--- config.mk ---
export PLATFORM = sky130hd
export DESIGN_NAME = tank_inlet_valve_controller_flat
export DESIGN_NICKNAME = d
export VERILOG_FILES = /design/src/rtl/tank_inlet_valve_controller_if.sv /design/src/rtl/tank_inlet_valve_controller.sv /design/src/flat_wrapper.sv
export SDC_FILE = /design/constraint.sdc
export NUM_CORES = 1
export LEC_CHECK = 0
export BUFFER_PORTS_ARGS = -buffer_cell sky130_fd_sc_hd__buf_2
export CAP_MARGIN = 20
export CORE_MARGIN = 4
export CORE_UTILIZATION = 56
export CTS_CLUSTER_SIZE = 24
export DETAILED_ROUTE_END_ITERATION = 8
export HOLD_SLACK_MARGIN = 0.03
export PLACE_DENSITY = 0.77
export SLEW_MARGIN = 20
export SYNTH_ARGS = -nofsm -noshare
export SYNTH_HDL_FRONTEND = slang
export SYNTH_SLANG_ARGS = --single-unit
export TNS_END_PERCENT = 30
--- constraint.sdc ---
create_clock -name clock -period 2.2 [get_ports clock]
set_clock_uncertainty 0.05 [all_clocks]
set_input_delay 0.22 -clock clock [delete_from_list [all_inputs] [get_ports clock]]
set_output_delay 0.22 -clock clock [all_outputs]
set_load 0.005 [all_outputs]
--- src/rtl/tank_inlet_valve_controller_if.sv ---
// Level-sensor / valve / outlet signal bundle between irrigation logic and the inlet valve controller.
// master drives level and requests; slave (the controller) drives valve, outlet gate, fault and state.
interface tank_inlet_valve_controller_if;
  logic [2:0] level;
  logic       irrigate_req;
  logic       fault_clear;
  logic       inlet_valve;
  logic       outlet_enable;
  logic       fault;
  logic [1:0] state;

  modport master (
    output level,
    output irrigate_req,
    output fault_clear,
    input  inlet_valve,
    input  outlet_enable,
    input  fault,
    input  state
  );

  modport slave (
    input  level,
    input  irrigate_req,
    input  fault_clear,
    output inlet_valve,
    output outlet_enable,
    output fault,
    output state
  );
endinterface

--- src/rtl/tank_inlet_valve_controller.sv ---
// Hysteretic tank inlet valve FSM with fill-timeout fault latch and gated irrigation outlet.
// Latency: valve/fault are a Moore decode of the state register (1 edge); outlet_enable is registered (1 edge).
// Backpressure: none; level is sampled every edge and outputs never stall.
module tank_inlet_valve_controller #(
  parameter int LOW_LEVEL     = 2,
  parameter int HIGH_LEVEL    = 6,
  parameter int MIN_LEVEL     = 1,
  parameter int FILL_TIMEOUT  = 16,
  parameter int SETTLE_CYCLES = 4
) (
  input  logic                              clock,
  input  logic                              reset,
  tank_inlet_valve_controller_if.slave      bus
);

  localparam int MAX_CNT = (FILL_TIMEOUT > SETTLE_CYCLES) ? FILL_TIMEOUT : SETTLE_CYCLES;
  localparam int CW      = $clog2(MAX_CNT) + 1;

  localparam logic [2:0]    LOW_L      = 3'(LOW_LEVEL);
  localparam logic [2:0]    HIGH_L     = 3'(HIGH_LEVEL);
  localparam logic [2:0]    MIN_L      = 3'(MIN_LEVEL);
  localparam logic [CW-1:0] TMO_LAST   = CW'(FILL_TIMEOUT - 1);
  localparam logic [CW-1:0] SETTLE_END = CW'(SETTLE_CYCLES - 1);

  typedef enum logic [1:0] {
    IDLE   = 2'b00,
    FILL   = 2'b01,
    SETTLE = 2'b10,
    FAULT  = 2'b11
  } state_e;

  state_e        state_q, state_d;
  logic [2:0]    peak_q, peak_d;
  logic [CW-1:0] tmo_cnt_q, tmo_cnt_d;
  logic [CW-1:0] settle_cnt_q, settle_cnt_d;
  logic          outlet_q, outlet_d;

  // Counters hold at all-ones instead of wrapping back to zero.
  function automatic logic [CW-1:0] sat_inc(input logic [CW-1:0] v);
    return (&v) ? v : v + CW'(1);
  endfunction

  always_comb begin
    state_d      = state_q;
    peak_d       = peak_q;
    tmo_cnt_d    = tmo_cnt_q;
    settle_cnt_d = settle_cnt_q;

    case (state_q)
      IDLE: begin
        if (bus.level <= LOW_L) begin
          state_d   = FILL;
          peak_d    = bus.level;
          tmo_cnt_d = '0;
        end
      end

      FILL: begin
        // Reaching the high mark wins over a timeout landing on the same edge.
        if (bus.level >= HIGH_L) begin
          state_d      = SETTLE;
          settle_cnt_d = '0;
        end else if (bus.level > peak_q) begin
          peak_d    = bus.level;
          tmo_cnt_d = '0;
        end else if (tmo_cnt_q == TMO_LAST) begin
          state_d = FAULT;
        end else begin
          tmo_cnt_d = sat_inc(tmo_cnt_q);
        end
      end

      SETTLE: begin
        if (settle_cnt_q == SETTLE_END) begin
          state_d = IDLE;
        end else begin
          settle_cnt_d = sat_inc(settle_cnt_q);
        end
      end

      FAULT: begin
        if (bus.fault_clear) begin
          state_d = IDLE;
        end
      end

      default: begin
        state_d = IDLE;
      end
    endcase

    // Uses next state so the outlet shuts on the very edge the fault latches.
    outlet_d = bus.irrigate_req && (bus.level >= MIN_L) && (state_d != FAULT);
  end

  always_ff @(posedge clock or negedge reset) begin
    if (!reset) begin
      state_q      <= IDLE;
      peak_q       <= '0;
      tmo_cnt_q    <= '0;
      settle_cnt_q <= '0;
      outlet_q     <= 1'b0;
    end else begin
      state_q      <= state_d;
      peak_q       <= peak_d;
      tmo_cnt_q    <= tmo_cnt_d;
      settle_cnt_q <= settle_cnt_d;
      outlet_q     <= outlet_d;
    end
  end

  assign bus.inlet_valve   = (state_q == FILL);
  assign bus.fault         = (state_q == FAULT);
  assign bus.outlet_enable = outlet_q;
  assign bus.state         = state_q;

endmodule

--- src/flat_wrapper.sv ---
// flat-port wrapper written by rule: the top's interface ports become plain ports
module tank_inlet_valve_controller_flat 
#(
  parameter int LOW_LEVEL     = 2,
  parameter int HIGH_LEVEL    = 6,
  parameter int MIN_LEVEL     = 1,
  parameter int FILL_TIMEOUT  = 16,
  parameter int SETTLE_CYCLES = 4
)
  (clock, reset, bus_level, bus_irrigate_req, bus_fault_clear, bus_inlet_valve, bus_outlet_enable, bus_fault, bus_state);
  tank_inlet_valve_controller_if bus_i ();
  input  logic clock;
  input  logic reset;
  input wire logic [$bits(bus_i.level)-1:0] bus_level;
  input wire logic [$bits(bus_i.irrigate_req)-1:0] bus_irrigate_req;
  input wire logic [$bits(bus_i.fault_clear)-1:0] bus_fault_clear;
  output wire logic [$bits(bus_i.inlet_valve)-1:0] bus_inlet_valve;
  output wire logic [$bits(bus_i.outlet_enable)-1:0] bus_outlet_enable;
  output wire logic [$bits(bus_i.fault)-1:0] bus_fault;
  output wire logic [$bits(bus_i.state)-1:0] bus_state;
  assign bus_i.level = bus_level;
  assign bus_i.irrigate_req = bus_irrigate_req;
  assign bus_i.fault_clear = bus_fault_clear;
  assign bus_inlet_valve = bus_i.inlet_valve;
  assign bus_outlet_enable = bus_i.outlet_enable;
  assign bus_fault = bus_i.fault;
  assign bus_state = bus_i.state;
  tank_inlet_valve_controller #(.LOW_LEVEL(LOW_LEVEL), .HIGH_LEVEL(HIGH_LEVEL), .MIN_LEVEL(MIN_LEVEL), .FILL_TIMEOUT(FILL_TIMEOUT), .SETTLE_CYCLES(SETTLE_CYCLES)) u_core (.clock(clock), .reset(reset), .bus(bus_i));
endmodule
[After elaboration in Yosys (flattened, before gate mapping)]
Index checks and enable logic that the tools add are counted.
Word-level totals
  flip-flop bits (word level): 16
  bits in read-only memories: 0
  output and inout bits: 5
  bits in writable memories: 0
  memories kept: 0
  word-level logic and storage cells: 56
  latch bits: 0
Operators by class
  magnitude comparators: 4
  bitwise logic cells: 0
  shifts and indexed selects: 0
  equal/unequal tests: 14
  div/mod/pow operators: 0
  muxes and demuxes: 21
  add/subtract/negate cells: 2
  $mul: 0
  reduce and logical (&&, ||, !) cells: 10
Operators by type and width (count)
  $mux W5: 8
  $pmux W5 S2: 2
  $reduce_and A5 Y1: 3
  $mux W2: 6
  $add A5 B1 Y5 const B: 2
  $mux W3: 3
  $ne A2 B2 Y1 const B: 4
  $pmux W2 S4: 1
  $reduce_and A4 Y1: 2
  $ne A2 B1 Y1 const B: 3
  $ne A3 B2 Y1 const B: 2
  $pmux W3 S2: 1
  $eq A5 B2 Y1 const B: 1
  $eq A5 B4 Y1 const B: 1
  $eq A2 B2 Y1 const B: 2
  $reduce_bool A2 Y1: 2
  $ge A3 B1 Y1 const B: 1
  $ge A3 B3 Y1 const B: 1
  $gt A3 B3 Y1: 1
  $le A3 B2 Y1 const B: 1
  $eq A2 B1 Y1 const B: 1
  $logic_and A1 B1 Y1: 2
  $logic_not A2 Y1: 1

[Longest topological paths before layout]
Gate-level depths: netlist (run 1).
  depth after elaboration: 7
  gate-level depth with buffers: 8

[Worst setup path before layout (run 1)]
Ideal clock, no wire load.
  path kind: flip-flop to flip-flop
  start: register u_core.tmo_cnt_q[0]
  end: register u_core.tmo_cnt_q[3]
  period minus slack after synthesis: 1.942 ns
  buffers on the path: 0
  cell stages (with the launch flop): 9
  slack: 0.258 ns
  data required time: 2.087 ns
  library setup time: 0.063 ns
  arrival: 1.830 ns
  path through: dfrtp_1 > ha_1 > and3_1 > ha_1 > nor2_1 > nand2_1 > or3_1 > a21oi_1 > a21o_2
On the way
  cells in the longest elaborated chain, start to end: 6
  elaborated cells on any way between the ends: 11
  those cells by class: add/sub (1); eq/ne (3); mux (5); reduce/logical (2)
Ends and longest elaborated chain
  start: declaration: line tank_inlet_valve_controller.sv:34  | logic [CW-1:0] tmo_cnt_q, tmo_cnt_d;
  start signal: assignment: line tank_inlet_valve_controller.sv:106  | tmo_cnt_q <= tmo_cnt_d;
  $add A5 B1 Y5: line tank_inlet_valve_controller.sv:40  | return (&v) ? v : v + CW'(1);
  $mux W5: line tank_inlet_valve_controller.sv:40
  $mux W5: line tank_inlet_valve_controller.sv:66  | end else if (tmo_cnt_q == TMO_LAST) begin
  $mux W5: line tank_inlet_valve_controller.sv:63  | end else if (bus.level > peak_q) begin
  $mux W5: line tank_inlet_valve_controller.sv:60  | if (bus.level >= HIGH_L) begin
  $pmux W5 S2: line tank_inlet_valve_controller.sv:49  | case (state_q)
Several ways; a longest one is shown, not always the timed one. The select of a mux whose other input is x is not followed.
A chain may end at the register's enable or synchronous reset.

[Worst setup path after layout (run 1)]
Same ends and word-level chain as after synthesis.

==> results.txt, run 1 <==
----------------------------------------------------
[Outcome]
  Run status ... completed

[Synth]
  Mapped Avg Cell Area ... 10.9 µm²
  Sequential-to-total area share from yosys stat ... 39.7%
  Gate count after technology mapping ... 93
  Syn Std Cell Area ... 1010 µm²
  Post-synth net total ... 108
  Top FF cell, synth ... dfrtp_1
  FFs w/ async S/R, synth ... 100%
  #FFs+latches synth ... 16
  Yosys cell types ... 39
  Number of enable-type register cells in the synthesized netlist ... 0
  Number of warnings issued by yosys ... 0

[Drt]
  Number of remaining DRC errors ... 0
  DR vias ... 728
  Detailed router's first-iteration violation count ... 19
  Iteration count of the initial detailed-routing pass ... 4
  Total length of routed wires ... 1710 µm
  Post-DR vias/cell ... 5.43
  Post-detailed-route wirelength per cell ... 12.8 µm
  Post-detailed-route count of antenna-violating nets ... 0

[Worst setup path]
  Endpoint type of the worst setup path ... register
  Critical path's top delay family ... simple AND/OR/NAND/NOR gates
  Peak per-stage delay on the critical path ... 0.42 ns
  CP required ... 2.38 ns
  Number of buffers and inverters on the critical path ... 0
  Setup CP Type ... register to register
  Data arrival, critical path ... 2.17 ns
  Most numerous cell on the critical path ... ha_1
  CP Launch Type ... register
  CP Cell Sequence ... ha_1 > and3_1 > ha_1 > nor2_1 > nand2_1 > or3_1 > a21oi_1 > a21o_2
  Largest fanout of any net on the critical path ... 4
  Slowest cell on the critical path ... dfrtp_1

[Power and ir drop]
  Power after layout ... 1.21 mW
  Power per cell area ... 1070 nW/µm²
  VDD IR max ... 0.573 mV
  LEAKAGE ... 0.579 nW

[Final layout]
  Fraction of final layout cells sized beyond drive strength 1 ... 29.4%
  Final cell count without fillers ... 134
  Area overhead of the layout relative to synthesis ... 12.1%
  Number of nets in the final layout ... 126
  Leading cell types in the layout, fill and taps excluded ... 16 x dfrtp_1, 11 x buf_2, 9 x nand2_1, 8 x ha_1, 6 x inv_1
  Commonest non-fill, non-tap cell in the layout ... dfrtp_1
  Number of antenna diodes ... 0

[Clocking]
  Maximum buffer depth of the clock tree ... 2
  Clock-pin slew reported for the worst setup and hold paths after clock tree synthesis ... 0.09 ns
  Number of clock sinks seen by CTS ... 16
  H-Tree Level Count ... 1
  TritonCTS Buffers ... 3
  Number of gates resized after CTS ... 0
  Root buffer cell ... clkbuf_4
  Insertion delay of the later-clocked pin in the worst-skew pair ... 0.28 ns
  TritonCTS clock tree ... built

[STA]
  Setup violators final ... 0
  Highest attainable clock frequency ... 501 MHz
  Final count of pins violating max slew ... 0
  Fin Setup TNS ... 0 ns
  Final critical path time including I/O delays and setup ... 2.00 ns
  Transition time of the tightest slew-check pin ... 0.373 ns
  Relative slew slack ... 75.1%
  Final clock period utilization by the worst path ... 90.7%
  RSZ-0062 raised after global routing ... no
  Number of hold violations in the final report ... 0

[Floorplan]
  Core Region ... 1730 µm²
  Y dimension of the die ... 50.5 µm
  Starting density of the core ... 58.5%
  IO Count ... 12
  Die ar. ... 2550 µm²
  Die span in x ... 50.5 µm
  Floorplan row count ... 15

[GRT]
  Via count of the first global-routing pass ... 705
  Maximum number of pins on one net before global-route repair ... 17
  Total track usage ... 16.1%
  Total overflow reported by the global router ... 0
  Wire length of the first global-routing pass ... 3110 µm
  Antenna violations before repair ... 0

[Placement]
  Port-buffer cells ... 11
  Routability congestion estimate ... 0.760
  Post-DP HPWL ... 1290 µm
  Placed instance count ... 130

[Min path]
  Class of the most critical hold timing path ... input port to register

[Job]
  Max-capacitance violation count ... 0

----------------------------------------------------
## through the flow
stage / area, µm² / util (%) / hold slack, ns / worst slack, ns
6_report: 1130 / 65.6 / 0.152 / 0.205
5_1_grt: 1130 / 65.6 / 0.145 / 0.0798
3_3_place_gp: 1100 / 63.7 / 0.0971 / 0.320
3_5_place_dp: 1100 / 63.7 / 0.0985 / 0.249
2_1_floorplan: 1010 / - / -0.126 / 0.258
4_1_cts: 1130 / 65.6 / 0.144 / 0.225
## cell type report
| class | instances | area (µm²) |
|---|---|---|
| clock buffer | 3 | 22.5 |
| fill | 138 | 594 |
| inverter | 7 | 26.3 |
| multi-input combinational | 69 | 572 |
| sequential | 16 | 400 |
| tap | 25 | 31.3 |
| timing repair buffer | 14 | 80.1 |
## cells by family (layout without fill, tap and decap cells)
group / count (synthesis) / in the layout / synth area share, %
AO/OA/AOI/OAI: 19 / 19 / 15.5
XOR/XNOR: 2 / 2 / 1.74
adder cells (fa/ha/maj): 8 / 8 / 9.91
buffers and inverters: 8 / 24 / 3.72
flip-flops: 16 / 16 / 39.7
multiplexers: 6 / 6 / 7.93
AND/OR/NAND/NOR: 34 / 34 / 21.6
## what timing repair did
action | CTS | global route
hold endpoints to repair | 16 | 0
hold buffers | 1 | 0
setup buffers | 0 | 0
## path summary, 6_finish.rpt
kind | from | end | slack [ns] | depth (start not counted)
min | bus_level[0] | u_core.peak_q[0]$_DFFE_PN0P_ | 0.15 | 2
min reg2reg | u_core.peak_q[2]$_DFFE_PN0P_ | u_core.peak_q[2]$_DFFE_PN0P_ | 0.47 | 1
min in group asynchronous | reset | u_core.tmo_cnt_q[3]$_DFFE_PN0P_ | 0.33 | 2
max reg2reg | u_core.tmo_cnt_q[0]$_DFFE_PN0P_ | u_core.tmo_cnt_q[3]$_DFFE_PN0P_ | 0.20 | 8
max in group asynchronous | reset | u_core.settle_cnt_q[1]$_DFFE_PN0P_ | 1.51 | 2
max | u_core.tmo_cnt_q[0]$_DFFE_PN0P_ | u_core.tmo_cnt_q[3]$_DFFE_PN0P_ | 0.20 | 8
## report_power, final
group          leakage [nW]  internal (mW)  switching (mW)
clock network        0.0138         0.0634          0.0838
registers             0.206          0.398           0.114
logic                 0.359          0.296           0.259
total                 0.579          0.758           0.457
## synthesized netlist by cell type, drive strengths merged (3+ instances only)
| master | count | area (µm²) |
|---|---|---|
| a21o | 4 | 40.0 |
| and3 | 4 | 25.0 |
| dfrtp | 16 | 400 |
| ha | 8 | 100 |
| inv | 7 | 26.3 |
| mux2 | 4 | 60.1 |
| nand2 | 9 | 33.8 |
| nand3 | 3 | 15.0 |
| nor2 | 4 | 15.0 |
| o21ai | 5 | 28.8 |
## flip-flops by register name, indices dropped and copies added (netlist names)
name and cells:
u_core.settle_cnt_q 5, u_core.tmo_cnt_q 5, u_core.peak_q 3, u_core.bus.state 2, u_core.bus.outlet_enable 1
## layer usage
| metal | up-vias | global-route usage (%) | part of all wire (%) |
|---|---|---|---|
| met5 | - | 0 | 0 |
| met2 | 19 | 22.8 | 41 |
| met1 | 335 | 23.3 | 51 |
| met3 | 4 | 2.67 | 6.1 |
| met4 | 0 | 8.07 | 2.0 |
| li1 | 370 | - | - |
(Power assumes the default switching activity.)
==> inputs of run 2 (changes only) <==
--- a/config.mk
+++ b/config.mk
@@ -13,4 +13,5 @@
 export DETAILED_ROUTE_END_ITERATION = 8
+export GPL_ROUTABILITY_DRIVEN = 0
 export HOLD_SLACK_MARGIN = 0.03
-export PLACE_DENSITY = 0.77
+export PLACE_DENSITY = 0.85
 export SLEW_MARGIN = 20
--- a/constraint.sdc
+++ b/constraint.sdc
@@ -4,2 +4,2 @@
 set_output_delay 0.22 -clock clock [all_outputs]
-set_load 0.005 [all_outputs]
+set_load 0.1 [all_outputs]
==> results.txt, run 2 (synthesized netlist as in run 1, its figures left out) <==
----------------------------------------------------
[Floorplan]
  Floorplan row count ... 15
  Die ar. ... 2550 µm²
  Core Region ... 1730 µm²
  Starting density of the core ... 58.5%
  Y dimension of the die ... 50.5 µm
  Die span in x ... 50.5 µm
  IO Count ... 12

[GRT]
  Antenna violations before repair ... 0
  Via count of the first global-routing pass ... 808
  Wire length of the first global-routing pass ... 3570 µm
  Maximum number of pins on one net before global-route repair ... 17
  Total track usage ... 18.7%
  Total overflow reported by the global router ... 0

[Placement]
  Post-DP HPWL ... 1430 µm
  Port-buffer cells ... 11
  Placed instance count ... 130

[Power and ir drop]
  LEAKAGE ... 0.583 nW
  Power per cell area ... 1350 nW/µm²
  Power after layout ... 1.55 mW
  VDD IR max ... 0.794 mV

[Job]
  Max-capacitance violation count ... 0

[Clocking]
  Number of clock sinks seen by CTS ... 16
  TritonCTS clock tree ... built
  TritonCTS Buffers ... 3
  Number of gates resized after CTS ... 0
  Insertion delay of the later-clocked pin in the worst-skew pair ... 0.29 ns
  Maximum buffer depth of the clock tree ... 2
  Hold Buf Count CTS ... 1
  H-Tree Level Count ... 1
  Root buffer cell ... clkbuf_4
  Clock-pin slew reported for the worst setup and hold paths after clock tree synthesis ... 0.10 ns
  Post-CTS setup-driven buffer insertion count ... 0

[Drt]
  DR vias ... 748
  Post-DR vias/cell ... 5.54
  Post-detailed-route count of antenna-violating nets ... 0
  Total length of routed wires ... 1940 µm
  Post-detailed-route wirelength per cell ... 14.4 µm
  Iteration count of the initial detailed-routing pass ... 5
  Number of remaining DRC errors ... 0
  Detailed router's first-iteration violation count ... 7

[Final layout]
  Fraction of final layout cells sized beyond drive strength 1 ... 31.8%
  Final cell count without fillers ... 135
  Number of nets in the final layout ... 126
  Number of antenna diodes ... 0
  Fillers ... 149
  Registers with the most flip-flops ... u_core.settle_cnt_q (5), u_core.tmo_cnt_q (5), u_core.peak_q (3)
  Leading cell types in the layout, fill and taps excluded ... 14 x dfrtp_1, 11 x buf_2, 9 x nand2_1, 8 x ha_1, 6 x inv_1
  Commonest non-fill, non-tap cell in the layout ... dfrtp_1
  Area overhead of the layout relative to synthesis ... 13.9%

[STA]
  Final count of pins violating max slew ... 0
  Fin Setup TNS ... 0 ns
  RSZ-0062 raised after global routing ... no
  Highest attainable clock frequency ... 495 MHz
  Number of hold violations in the final report ... 0
  Setup violators final ... 0
  Relative slew slack ... 67.8%
  Final clock period utilization by the worst path ... 91.8%
  Transition time of the tightest slew-check pin ... 0.487 ns
  Final critical path time including I/O delays and setup ... 2.02 ns

[Min path]
  Startpoint of the lowest-slack hold path ... bus_irrigate_req
  Hold worst-path end ... u_core.bus.outlet_enable$_DFF_PN0_
  Worst hold path cell count ... 3
  Class of the most critical hold timing path ... input port to register

[Worst setup path]
  Slowest cell on the critical path ... dfrtp_1
  CP Launch Type ... register
  CP Cell Sequence ... ha_1 > and3_1 > ha_1 > nor2_1 > nand2_1 > or3_1 > a21oi_1 > a21o_2
  Worst-case reg-to-reg path depth ... 8
  Endpoint of the worst-slack reg-to-reg timing path ... u_core.tmo_cnt_q[3]$_DFFE_PN0P_
  Beginning of the worst register-to-register path ... u_core.tmo_cnt_q[0]$_DFFE_PN0P_
  Largest fanout of any net on the critical path ... 4
  Endpoint type of the worst setup path ... register
  Most numerous cell on the critical path ... ha_1
  Setup CP Type ... register to register
  Critical path's top delay family ... simple AND/OR/NAND/NOR gates
  Number of buffers and inverters on the critical path ... 0
  Worst setup slack for register-to-register paths ... 0.18 ns
  CP required ... 2.39 ns
  Data arrival, critical path ... 2.21 ns
  Peak per-stage delay on the critical path ... 0.42 ns

[Outcome]
  Run status ... completed

----------------------------------------------------
-- run 2: cell types whose count changed in the layout (fill, tap and decap cells not counted), sizes merged --
cell / before / now
clkbuf: 3 / 4
-- run 2: worst max-delay path by stage --
stage	endpoint	cells after the start	slack (ns)	from
finish	u_core.tmo_cnt_q[3]$_DFFE_PN0P_	8	0.18	u_core.tmo_cnt_q[0]$_DFFE_PN0P_
global route	u_core.tmo_cnt_q[3]$_DFFE_PN0P_	8	0.08	u_core.tmo_cnt_q[0]$_DFFE_PN0P_
CTS	u_core.tmo_cnt_q[3]$_DFFE_PN0P_	8	0.22	u_core.tmo_cnt_q[0]$_DFFE_PN0P_
detailed placement	u_core.tmo_cnt_q[3]$_DFFE_PN0P_	8	0.24	u_core.tmo_cnt_q[0]$_DFFE_PN0P_
global placement	u_core.tmo_cnt_q[3]$_DFFE_PN0P_	8	0.32	u_core.tmo_cnt_q[0]$_DFFE_PN0P_
floorplan	u_core.tmo_cnt_q[1]$_DFFE_PN0P_	5	0.09	u_core.bus.state[0]$_DFF_PN0_
-- run 2: per-layer routing --
metal	vias to the layer above	GRT usage (%)	routed length, µm
met5	-	0	0
met4	0	6.28	27
met3	4	5.64	65
met2	13	32.0	927
met1	362	22.2	919
li1	369	-	-
-- run 2: report_power, final --
group          switching, mW  leakage (nW)  internal (mW)  total (mW)
Clock                 0.0979        0.0210          0.101       0.199
Sequential             0.119         0.204          0.402       0.521
Combinational          0.522         0.359          0.306       0.827
Total                  0.739         0.583          0.808        1.55
-- run 2: final cells by class --
| class | instances | area [µm²] | share of cell area, % |
|---|---|---|---|
| Clock buffer | 4 | 36.3 | 3.16 |
| Tap cell | 25 | 31.3 | 2.72 |
| Sequential cell | 16 | 403 | 35.0 |
| Timing Repair Buffer | 14 | 80.1 | 6.96 |
| Multi-Input combinational cell | 69 | 573 | 49.8 |
| Inverter | 7 | 26.3 | 2.29 |
-- run 2: metrics by stage --
stage | hold WS, ns | setup slack, ns | utilization, % | cell area (µm²)
4_1_cts | 0.102 | 0.222 | 66.6 | 1150
6_report | 0.111 | 0.180 | 66.6 | 1150
3_5_place_dp | 0.101 | 0.242 | 63.9 | 1100
3_3_place_gp | 0.101 | 0.316 | 63.9 | 1100
2_1_floorplan | -0.126 | 0.0911 | - | 1010
5_1_grt | 0.115 | 0.0761 | 66.6 | 1150
-- run 2: worst register-to-register path, stage by stage (launching register included) --
cell and delay [ns]:
dfrtp_1 0.42, ha_1 0.24, and3_1 0.21, ha_1 0.19, nor2_1 0.14, nand2_1 0.10, or3_1 0.35, a21oi_1 0.15
a21o_2 0.11
==> inputs of run 3 (changes only) <==
--- a/config.mk
+++ b/config.mk
@@ -9,4 +9,4 @@
 export CAP_MARGIN = 20
-export CORE_MARGIN = 4
-export CORE_UTILIZATION = 56
+export CORE_MARGIN = 2
+export CORE_UTILIZATION = 50
 export CTS_CLUSTER_SIZE = 24
@@ -15,3 +15,3 @@
 export HOLD_SLACK_MARGIN = 0.03
-export PLACE_DENSITY = 0.85
+export PLACE_DENSITY = 0.81
 export SLEW_MARGIN = 20
==> constraint.sdc (replaced) <==
create_clock -name clock -period 1.6 [get_ports clock]
set_clock_uncertainty 0.05 [all_clocks]
set_input_delay 0.08 -clock clock [delete_from_list [all_inputs] [get_ports clock]]
set_output_delay 0.08 -clock clock [all_outputs]
set_load 0.1 [all_outputs]
==> results.txt, run 3 (synthesized netlist as in run 1, its figures left out) <==
----------------------------------------------------
[Final layout]
  Number of antenna diodes ... 0
  Finished Cell Area ... 1540 µm²
  Commonest non-fill, non-tap cell in the layout ... buf_4
  Number of nets in the final layout ... 153
  Registers with the most flip-flops ... u_core.settle_cnt_q (5), u_core.tmo_cnt_q (5), u_core.peak_q (3)
  Fraction of final layout cells sized beyond drive strength 1 ... 59.9%
  Leading cell types in the layout, fill and taps excluded ... 25 x buf_4, 14 x dfrtp_1, 9 x buf_2, 8 x nand2_1, 6 x ha_4
  Final cell count without fillers ... 164
  Area overhead of the layout relative to synthesis ... 52.2%

[Outcome]
  Failing checks ... negative setup slack
  Run status ... finished with violations

[Drt]
  Iteration count of the initial detailed-routing pass ... 4
  Total length of routed wires ... 2660 µm
  Post-detailed-route wirelength per cell ... 16.2 µm
  Post-DR vias/cell ... 5.55
  DR vias ... 910
  Post-detailed-route count of antenna-violating nets ... 0
  Detailed router's first-iteration violation count ... 21
  Number of remaining DRC errors ... 0

[Worst setup path]
  Data arrival, critical path ... 2.00 ns
  Crit path to ... u_core.tmo_cnt_q[3]$_DFFE_PN0P_
  Worst setup slack for register-to-register paths ... -0.22 ns
  Worst-case reg-to-reg path depth ... 8
  Endpoint of the worst-slack reg-to-reg timing path ... u_core.tmo_cnt_q[3]$_DFFE_PN0P_
  Beginning of the worst register-to-register path ... u_core.tmo_cnt_q[1]$_DFFE_PN0P_
  Largest fanout of any net on the critical path ... 2
  Endpoint type of the worst setup path ... register
  CP Launch Type ... register
  Setup CP Type ... register to register
  Critical Path Source ... u_core.tmo_cnt_q[1]$_DFFE_PN0P_
  CP required ... 1.78 ns

[Floorplan]
  Y dimension of the die ... 48.9 µm
  Core Region ... 1940 µm²
  Die ar. ... 2400 µm²
  Starting density of the core ... 52.0%
  Die span in x ... 48.9 µm
  IO Count ... 12
  Floorplan row count ... 16

[Placement]
  Placement Setup Slack ... -0.337 ns
  Placed instance count ... 152
  Port-buffer cells ... 11
  Total cell area at the placement stage ... 1280 µm²
  Post-DP HPWL ... 1760 µm

[GRT]
  Wire length of the first global-routing pass ... 4240 µm
  Maximum number of pins on one net before global-route repair ... 17
  Met3 routing resource usage after global routing ... 3.68%
  Via count of the first global-routing pass ... 930
  Antenna violations before repair ... 0
  Total track usage ... 23.3%
  Most used routing layer in global routing ... met2
  Met2 Resource Use GR ... 42.5%
  Met1 routing resource usage after global routing ... 29.2%
  Total overflow reported by the global router ... 0

[STA]
  Final critical path time including I/O delays and setup ... 1.82 ns
  Final clock period utilization by the worst path ... 113%
  Setup violators final ... 15
  Relative slew slack ... 67.9%
  RSZ-0062 raised after global routing ... yes
  Number of hold violations in the final report ... 0
  Final Hold Slack ... 0.0857 ns
  Highest attainable clock frequency ... 551 MHz
  Final count of pins violating max slew ... 0
  Fin Setup TNS ... -1.77 ns
  Minimum setup slack in the final design ... -0.215 ns
  Transition time of the tightest slew-check pin ... 0.485 ns

[Clocking]
  Insertion delay of the later-clocked pin in the worst-skew pair ... 0.29 ns
  Root buffer cell ... clkbuf_4
  Number of clock sinks seen by CTS ... 16
  Maximum buffer depth of the clock tree ... 2
  TritonCTS Buffers ... 3
  TritonCTS clock tree ... built
  H-Tree Level Count ... 1
  Clock-pin slew reported for the worst setup and hold paths after clock tree synthesis ... 0.10 ns

[Power and ir drop]
  LEAKAGE ... 0.718 nW
  Power per cell area ... 1800 nW/µm²
  VDD IR max ... 1.20 mV

[Min path]
  Class of the most critical hold timing path ... input port to register

[Job]
  Max-capacitance violation count ... 0

----------------------------------------------------
## run 3: worst max-delay path: stages, from the launching register on
cell,delay (ns)
dfrtp_1,0.41
ha_2,0.19
and3_4,0.20
ha_4,0.16
nor2_4,0.12
nand2_2,0.06
or3_1,0.32
a21oi_2,0.13
a21o_2,0.11
## run 3: worst min-delay path by stage
stage                               start  depth (start not counted)                            endpoint  slack, ns
after floorplan                     reset                          0  u_core.bus.outlet_enable$_DFF_PN0_      -0.27
after global placement              reset                          1     u_core.tmo_cnt_q[3]$_DFFE_PN0P_      -0.04
after detailed placement            reset                          1     u_core.tmo_cnt_q[1]$_DFFE_PN0P_      -0.04
after CTS                 bus_fault_clear                          3       u_core.bus.state[0]$_DFF_PN0_       0.05
after global routing         bus_level[0]                          3        u_core.peak_q[0]$_DFFE_PN0P_       0.09
final                     bus_fault_clear                          3       u_core.bus.state[0]$_DFF_PN0_       0.09
## run 3: power by group
| part | leakage (nW) | total, mW | internal, mW | switching, mW |
|---|---|---|---|---|
| registers | 0.203 | 0.697 | 0.563 | 0.134 |
| logic | 0.500 | 1.84 | 0.864 | 0.981 |
| clock network | 0.0150 | 0.230 | 0.0967 | 0.133 |
| total | 0.718 | 2.77 | 1.52 | 1.25 |
## run 3: what timing repair did
item                                    CTS  global route
resized for setup                        22            14
pin swaps                                19            13
endpoints found under the setup margin   15            16
hold buffers                              2             0
hold endpoints to repair                 17             0
buffers inserted                          3             3
## run 3: area by class of cell
type / instances / area, µm²
multi-input cells: 69 / 724
flip-flops and latches: 16 / 408
fillers: 117 / 405
repair buffers: 41 / 318
well taps: 27 / 33.8
clock buffers: 4 / 26.3
inverters: 7 / 26.3
## run 3: per-layer routing
layer / vias to the layer above / share of wire, %
li1: 425 / -
met1: 446 / 44
met2: 37 / 51
met3: 2 / 4.1
met4: 0 / 0.71
met5: - / 0
## run 3: per-stage QoR
stage               power (mW)  util, %
CTS                       2.55     74.3
detailed placement        2.19     66.1
global route              2.93     79.1
floorplan                 1.69        -
finish                    2.77     79.1
global placement          2.12     66.1
